**config.mk**
```make
export PLATFORM = sky130hd
export DESIGN_NAME = mem_access_unit
export DESIGN_NICKNAME = d
export VERILOG_FILES = /design/src/rtl/mem_access_unit.sv
export SDC_FILE = /design/constraint.sdc
export NUM_CORES = 1
export LEC_CHECK = 0
export CAP_MARGIN = 40
export CORE_ASPECT_RATIO = 0.75
export CORE_MARGIN = 1
export CORE_UTILIZATION = 47
export DETAILED_ROUTE_END_ITERATION = 7
export PLACE_DENSITY = 0.84
export SLEW_MARGIN = 0
export SYNTH_ARGS = -nofsm -noshare
export SYNTH_HDL_FRONTEND = slang
export SYNTH_SLANG_ARGS = --single-unit
```
**constraint.sdc**
```tcl
create_clock -name clk -period 2.4 [get_ports clk]
set_input_delay 0.48 -clock clk [delete_from_list [all_inputs] [get_ports clk]]
set_output_delay 0.48 -clock clk [all_outputs]
set_load 0.1 [all_outputs]
```
**src/rtl/mem_access_unit.sv**
```systemverilog
// rtl/mem_access_unit.sv - LC-3b data-memory port initiator (load/store sequencing, byte steering, wait states)
module mem_access_unit #(
    parameter int WAIT_CYCLES = 0
) (
    input  logic        clk,
    input  logic        reset,
    input  logic        req,
    input  logic        write,
    input  logic        byteOp,
    input  logic        sext,
    input  logic [15:0] addr,
    input  logic [15:0] wdata,
    output logic        ready,
    output logic        done,
    output logic        fault,
    output logic [15:0] rdata,
    output logic [15:0] memAddr,
    output logic        memEn,
    output logic        memWeLow,
    output logic        memWeHi,
    output logic [15:0] memDataIn,
    input  logic [15:0] memDataOut
);

    typedef enum logic [2:0] {
        S_IDLE,
        S_ISSUE,
        S_WAIT,
        S_CAPTURE,
        S_DONE
    } state_t;

    localparam logic [3:0] WAIT_INIT = (WAIT_CYCLES > 0) ? 4'(WAIT_CYCLES - 1) : 4'd0;

    state_t      state, state_d;
    logic [3:0]  cnt, cnt_d;
    logic        l_write, l_byte, l_sext;
    logic [15:0] l_addr;
    logic [7:0]  sel_byte;

    logic        done_d, fault_d, mem_en_d, we_lo_d, we_hi_d;
    logic [15:0] rdata_d, mem_addr_d, mem_din_d;

    assign ready    = (state == S_IDLE) && !reset;
    assign sel_byte = l_addr[0] ? memDataOut[15:8] : memDataOut[7:0];

    always_ff @(posedge clk) begin
        if (reset) begin
            state     <= S_IDLE;
            cnt       <= 4'd0;
            l_write   <= 1'b0;
            l_byte    <= 1'b0;
            l_sext    <= 1'b0;
            l_addr    <= 16'h0000;
            done      <= 1'b0;
            fault     <= 1'b0;
            rdata     <= 16'h0000;
            memAddr   <= 16'h0000;
            memEn     <= 1'b0;
            memWeLow  <= 1'b0;
            memWeHi   <= 1'b0;
            memDataIn <= 16'h0000;
        end else begin
            state <= state_d;
            cnt   <= cnt_d;
            if (state == S_IDLE && req) begin
                l_write <= write;
                l_byte  <= byteOp;
                l_sext  <= sext;
                l_addr  <= addr;
            end
            done      <= done_d;
            fault     <= fault_d;
            rdata     <= rdata_d;
            memAddr   <= mem_addr_d;
            memEn     <= mem_en_d;
            memWeLow  <= we_lo_d;
            memWeHi   <= we_hi_d;
            memDataIn <= mem_din_d;
        end
    end

    always_comb begin
        state_d = state;
        cnt_d   = cnt;
        case (state)
            S_IDLE: begin
                if (req) begin
                    state_d = (!byteOp && addr[0]) ? S_DONE : S_ISSUE;
                end
            end
            S_ISSUE: begin
                cnt_d = WAIT_INIT;
                if (WAIT_CYCLES > 0) begin
                    state_d = S_WAIT;
                end else begin
                    state_d = l_write ? S_DONE : S_CAPTURE;
                end
            end
            S_WAIT: begin
                if (cnt == 4'd0) begin
                    state_d = l_write ? S_DONE : S_CAPTURE;
                end else begin
                    cnt_d = cnt - 4'd1;
                end
            end
            S_CAPTURE: state_d = S_DONE;
            S_DONE:    state_d = S_IDLE;
            default:   state_d = S_IDLE;
        endcase
    end

    // Outputs are computed for the state being entered, so ISSUE drives from the live request operands.
    always_comb begin
        done_d     = (state_d == S_DONE);
        fault_d    = (state == S_IDLE) && (state_d == S_DONE);
        rdata_d    = 16'h0000;
        mem_en_d   = 1'b0;
        mem_addr_d = 16'h0000;
        we_lo_d    = 1'b0;
        we_hi_d    = 1'b0;
        mem_din_d  = 16'h0000;
        if (state == S_CAPTURE) begin
            rdata_d = l_byte ? {{8{l_sext & sel_byte[7]}}, sel_byte} : memDataOut;
        end
        if (state_d == S_ISSUE) begin
            mem_en_d   = 1'b1;
            mem_addr_d = addr;
            if (write) begin
                if (byteOp) begin
                    mem_din_d = {wdata[7:0], wdata[7:0]};
                    we_hi_d   = addr[0];
                    we_lo_d   = ~addr[0];
                end else begin
                    mem_din_d = wdata;
                    we_hi_d   = 1'b1;
                    we_lo_d   = 1'b1;
                end
            end
        end else if (state_d == S_WAIT) begin
            // Hold the read address so memory output stays valid; never repeat the write.
            mem_en_d   = 1'b1;
            mem_addr_d = l_addr;
        end
    end

endmodule

```
# Word level (Yosys, flattened, before mapping)
# Index checks and enable logic that the tools add are counted.
[op_classes]
n_eq_ne = 7
n_mux = 16
add_sub_neg = 1
n_reduce_logical = 12
bitwise_logic = 5
n_lt_le_gt_ge = 0
shifts = 0
div_mod_pow = 0
mul = 0
[op_table]
columns = ["cell", "n"]
rows = [
  ["16-bit 2-to-1 mux", 4],
  ["3-bit 2-to-1 mux", 4],
  ["3-bit one-hot mux with 4 select lines", 1],
  ["3-bit by 2-bit equality test with 1-bit output (second input constant)", 3],
  ["8-bit 2-to-1 mux", 1],
  ["4-bit one-hot mux with 2 select lines", 1],
  ["3-bit by 1-bit equality test with 1-bit output (second input constant)", 2],
  ["1-bit logical AND", 4],
  ["4-bit logical NOT", 1],
  ["1-bit 2-to-1 mux", 4],
  ["4-bit 2-to-1 mux", 1],
  ["1-bit inverter", 4],
  ["4-bit by 1-bit subtractor with 4-bit output (second input constant)", 1],
  ["3-bit equality test (second input constant)", 1],
  ["3-bit logical NOT", 1],
  ["3-bit OR reduction", 1],
  ["1-bit logical NOT", 2],
  ["2-bit inequality test (second input constant)", 1],
  ["2-bit AND reduction", 1],
  ["2-bit nonzero test", 1],
  ["2-bit OR reduction", 1],
  ["1-bit AND", 1],
]
[totals]
rom_bits = 0
regBits = 79
out_inout_bits = 54
memories = 0
latch_bits = 0
mem_bits_rw = 0

# Longest topological paths before layout
[logic_depth]
ltp_word = 8
mapped_depth = 7

# Worst setup path after synthesis
# Ideal clock, no wire load.
[synth_timing]
path_kind = "input port to output port"
start = "input port reset"
end = "output port ready"
path_slack_ns = -1.740
t_arrival_ns = 3.660
cell_stages = 3
path_buffers = 2
t_required_ns = 1.920
path_cell_list = "clkbuf_1 > clkbuf_1 > nor4_1"
[synth_between]
elab_chain_len = 2
[synth_lines]
columns = ["element", "line_no", "source"]
rows = [
  ["from (decl)", "6", "input logic reset,"],
  ["1-bit logical NOT", "44", "assign ready = (state == S_IDLE) && !reset;"],
  ["1-bit logical AND", "44", ""],
  ["to (decl)", "13", "output logic ready,"],
]
# No other way between the ends.

# Worst setup path after layout
[layout_timing]
start = "register state[0]"
end = "output port ready"
[layout_between]
elab_chain_len = 2
[layout_lines]
columns = ["element", "line_no", "source"]
rows = [
  ["from (decl)", "35", "state_t state, state_d;"],
  ["from (signal assigned)", "64", "state <= state_d;"],
  ["3-bit logical NOT", "44", ""],
  ["1-bit logical AND", "44", ""],
]
# No other way between the ends.

==> results.yml <==
outcome:
  status: "finished clean"
logic_synthesis:
  synthCells: 315
  ys_seq_area_share_pct: 53.8
  syn-num-nets: 371
  yosys_register_bits: 79
  yosysWarnings: 0
  syn-cell-area_um2: 2940
  avgSynthCellArea_um2: 9.33
  synth.distinct_cells: 41
timing:
  tightest_slew_ns: 0.722
  final_max_slew_viol_count: 0
  fin_hold_ws_ns: 0.457
  fmax_mhz: 530
  relSlewSlack_pct: 51.8
  setup_viol: 0
  clock_skew_ns: 0.00664
  period_share_pct: 78.6
  min_period_ns: 1.89
  hold_viol_final: 0
  rsz0062_at_grt: "false"
  finalSetupTns_ns: 0
global_route:
  grt_max_degree: 42
  grt_pass1_wl_um: 10600
  grt_pass1_vias: 2229
  grt_overflow: 0
  antenna_found_initial: 0
  grt_usage_pct: 21.1
layout:
  area_growth_pct: 40.5
  nets: 474
  fillers: 454
  utilization_pct: 69.8
  diodes: 0
  layout-drive-gt1-share_pct: 23.5
place:
  place.gp.congestion: 0.817
  post-dp-hpwl_um: 4650
  io_buffers: 107
run:
  cap_viol_max_count: 0
clock_network:
  worst_skew_pair.late_latency_ns: 0.35
  cts-resized-gates: 0
  clkSinkCount: 79
  cts_setup_buffers: 0
  numCtsBuffers: 9
  clockBufferDepth: 2
  cts_tree: "yes"
  cts-root-buf: "clkbuf_8"
  path_clk_slew_ns: 0.07
  hold_buffers: 0
  htree_levels: 3
critical_path:
  start_kind: "flop"
  crit_type: "reg -> out"
  worstSetupEndpointType: "output pin"
  cp.required_ns: 1.92
  cp_max_fo: 13
  arrival_ns: 1.41
routing:
  drt-initial-drc-count: 156
  drt_drc_violations_left: 0
  routed-via-count: 2457
  vias_per_cell: 4.91
  dr.pass1.iters: 4
  post_drt_wl_per_cell_um: 13.3
  drt_wl_total_um: 6640
  ant_nets: 0
power_and_ir_drop:
  peakVddDrop_v: 0.000527
  p_switching_w: 0.00166
  power_density_nw_per_um2: 1010
  p_int_w: 0.00253
  p_sw_share_pct: 39.7
  combPwrFrac_pct: 37.2
  power_frac_clock_pct: 23.2
  pwr-share-seq_pct: 39.6
  p_leak_nw: 1.73
min_path:
  hold_class: "reg -> reg"
die:
  die_y_um: 70.5
  start_util_pct: 49.7
  ioPinCount: 108
  die_w_um: 93.3
  dieArea_um2: 6580
  std_cell_rows: 24
  core_area_um2: 5920
[cell usage after synthesis]
cell | number | area (um2)
nor4b_1 | 1 | 8.76
nor2_8 | 1 | 20.0
nor3_2 | 1 | 10.0
buf_2 | 3 | 15.0
or4b_4 | 1 | 13.8
buf_6 | 2 | 22.5
mux2i_1 | 9 | 90.1
o21ai_0 | 2 | 10.0
nor2b_1 | 3 | 18.8
buf_12 | 1 | 20.0
a31oi_1 | 1 | 6.26
nor3b_2 | 1 | 12.5
nand4_1 | 1 | 6.26
or3_1 | 1 | 6.26
dfxtp_1 | 79 | 1580
xnor2_1 | 2 | 17.5
buf_4 | 1 | 7.51
a21o_1 | 1 | 7.51
and3_1 | 1 | 6.26
nand2_1 | 52 | 195
nor2_2 | 9 | 56.3
ha_1 | 2 | 25.0
a21oi_1 | 37 | 185
nor4_1 | 1 | 6.26
a22oi_1 | 8 | 60.1
o21a_1 | 1 | 7.51
nand3_1 | 15 | 75.1
nand2b_1 | 9 | 56.3
a22oi_2 | 8 | 100
nor3b_1 | 1 | 7.51
or2_2 | 1 | 6.26
clkbuf_1 | 13 | 48.8
nor2_1 | 24 | 90.1
or4_1 | 1 | 7.51
nor3_1 | 4 | 20.0
and2_1 | 9 | 56.3
and2b_1 | 1 | 7.51
o22ai_1 | 1 | 6.26
inv_1 | 4 | 15.0
mux2_2 | 1 | 11.3
nor4b_2 | 1 | 15.0
[cell type report]
class | count | area (um2) | area share, %
multi-input cells | 212 | 1240 | 30.1
well taps | 78 | 97.6 | 2.36
clock inverters | 3 | 42.5 | 1.03
repair buffers | 112 | 993 | 24.1
inverters | 4 | 15.0 | 0.364
flip-flops and latches | 79 | 1580 | 38.3
clock buffers | 12 | 155 | 3.76
[power by group through the flow]
| stage | logic [W] | registers [W] | clock network, W |
|---|---|---|---|
| 6_report | 0.00156 | 0.00166 | 0.000971 |
| 4_1_cts | 0.00156 | 0.00166 | 0.000995 |
| 5_1_grt | 0.00166 | 0.00168 | 0.00105 |
| 2_1_floorplan | 0.000823 | 0.00206 | 0 |
| 3_3_place_gp | 0.00152 | 0.00168 | 0 |
| 3_5_place_dp | 0.00155 | 0.00169 | 0 |
[stage by stage]
| stage | cell area (um2) | total power (W) | std cells | worst slack, ns |
|---|---|---|---|---|
| finish | 4130 | 0.00419 | 500 | 0.513 |
| global route | 4130 | 0.00440 | 500 | 0.440 |
| CTS | 4130 | 0.00421 | 500 | 0.503 |
| detailed placement | 3930 | 0.00324 | 485 | 0.303 |
| global placement | 3930 | 0.00320 | 485 | 0.335 |
| floorplan | 2950 | 0.00289 | 315 | 0.0813 |
[worst max-delay path, cell delays in order (launching register included)]
cell and delay [ns]:
dfxtp_1 0.46, nor4_4 0.38, buf_12 0.22
[state kept, by name (all words and copies together) (netlist names)]
name and cells:
l_addr 16, l_write 1, memDataIn 16, memAddr 16, l_sext 1, rdata 16
cnt 4, done 1, fault 1, memWeLow 1, l_byte 1, state 3
memWeHi 1, memEn 1
[routing by layer]
metal / vias up / part of all wire (%) / wire length, um / global-route usage (%)
li1: 1262 / - / - / -
met1: 1101 / 43 / 2830 / 26.5
met2: 80 / 49 / 3230 / 32.8
met3: 14 / 6.9 / 458 / 6.75
met4: 0 / 1.8 / 121 / 9.74
met5: - / 0 / 0 / 0
[kinds of logic after synthesis]
logic type / count (synthesis) / share of synthesized area [%]
muxes: 10 / 3.45
buffers and inverters: 24 / 4.38
AOI/OAI and AO/OA: 59 / 13.0
adders and majority gates: 2 / 0.851
DFF: 79 / 53.8
and+or+nand+nor: 139 / 23.9
xor gates and xnor gates: 2 / 0.596
[placed cells by master (no fill, tap or decap), types with 2 or more instances in the layout]
| master | instances |
|---|---|
| nor3_1 | 4 |
| o21ai_0 | 2 |
| nand3_1 | 15 |
| nor2_2 | 9 |
| ha_1 | 2 |
| mux2i_1 | 9 |
| nor2b_1 | 3 |
| a21oi_1 | 37 |
| buf_4 | 57 |
| a22oi_2 | 8 |
| dfxtp_1 | 79 |
| nand2b_1 | 9 |
| clkdlybuf4s50_1 | 52 |
| nand2_1 | 52 |
| xnor2_1 | 2 |
| inv_1 | 4 |
| buf_12 | 2 |
| clkbuf_8 | 11 |
| nor2_1 | 24 |
| and2_1 | 9 |
| a22oi_1 | 8 |
[path summary, 6_finish.rpt]
path,slack (ns),end,from,cells past startpoint
max,0.51,ready,state[0],2
min,0.46,l_sext,l_sext,2
max reg2reg,0.57,memAddr[15],cnt[0],7
min reg2reg,0.46,l_sext,l_sext,2
Note: power is estimated with default switching activity, not from simulation.
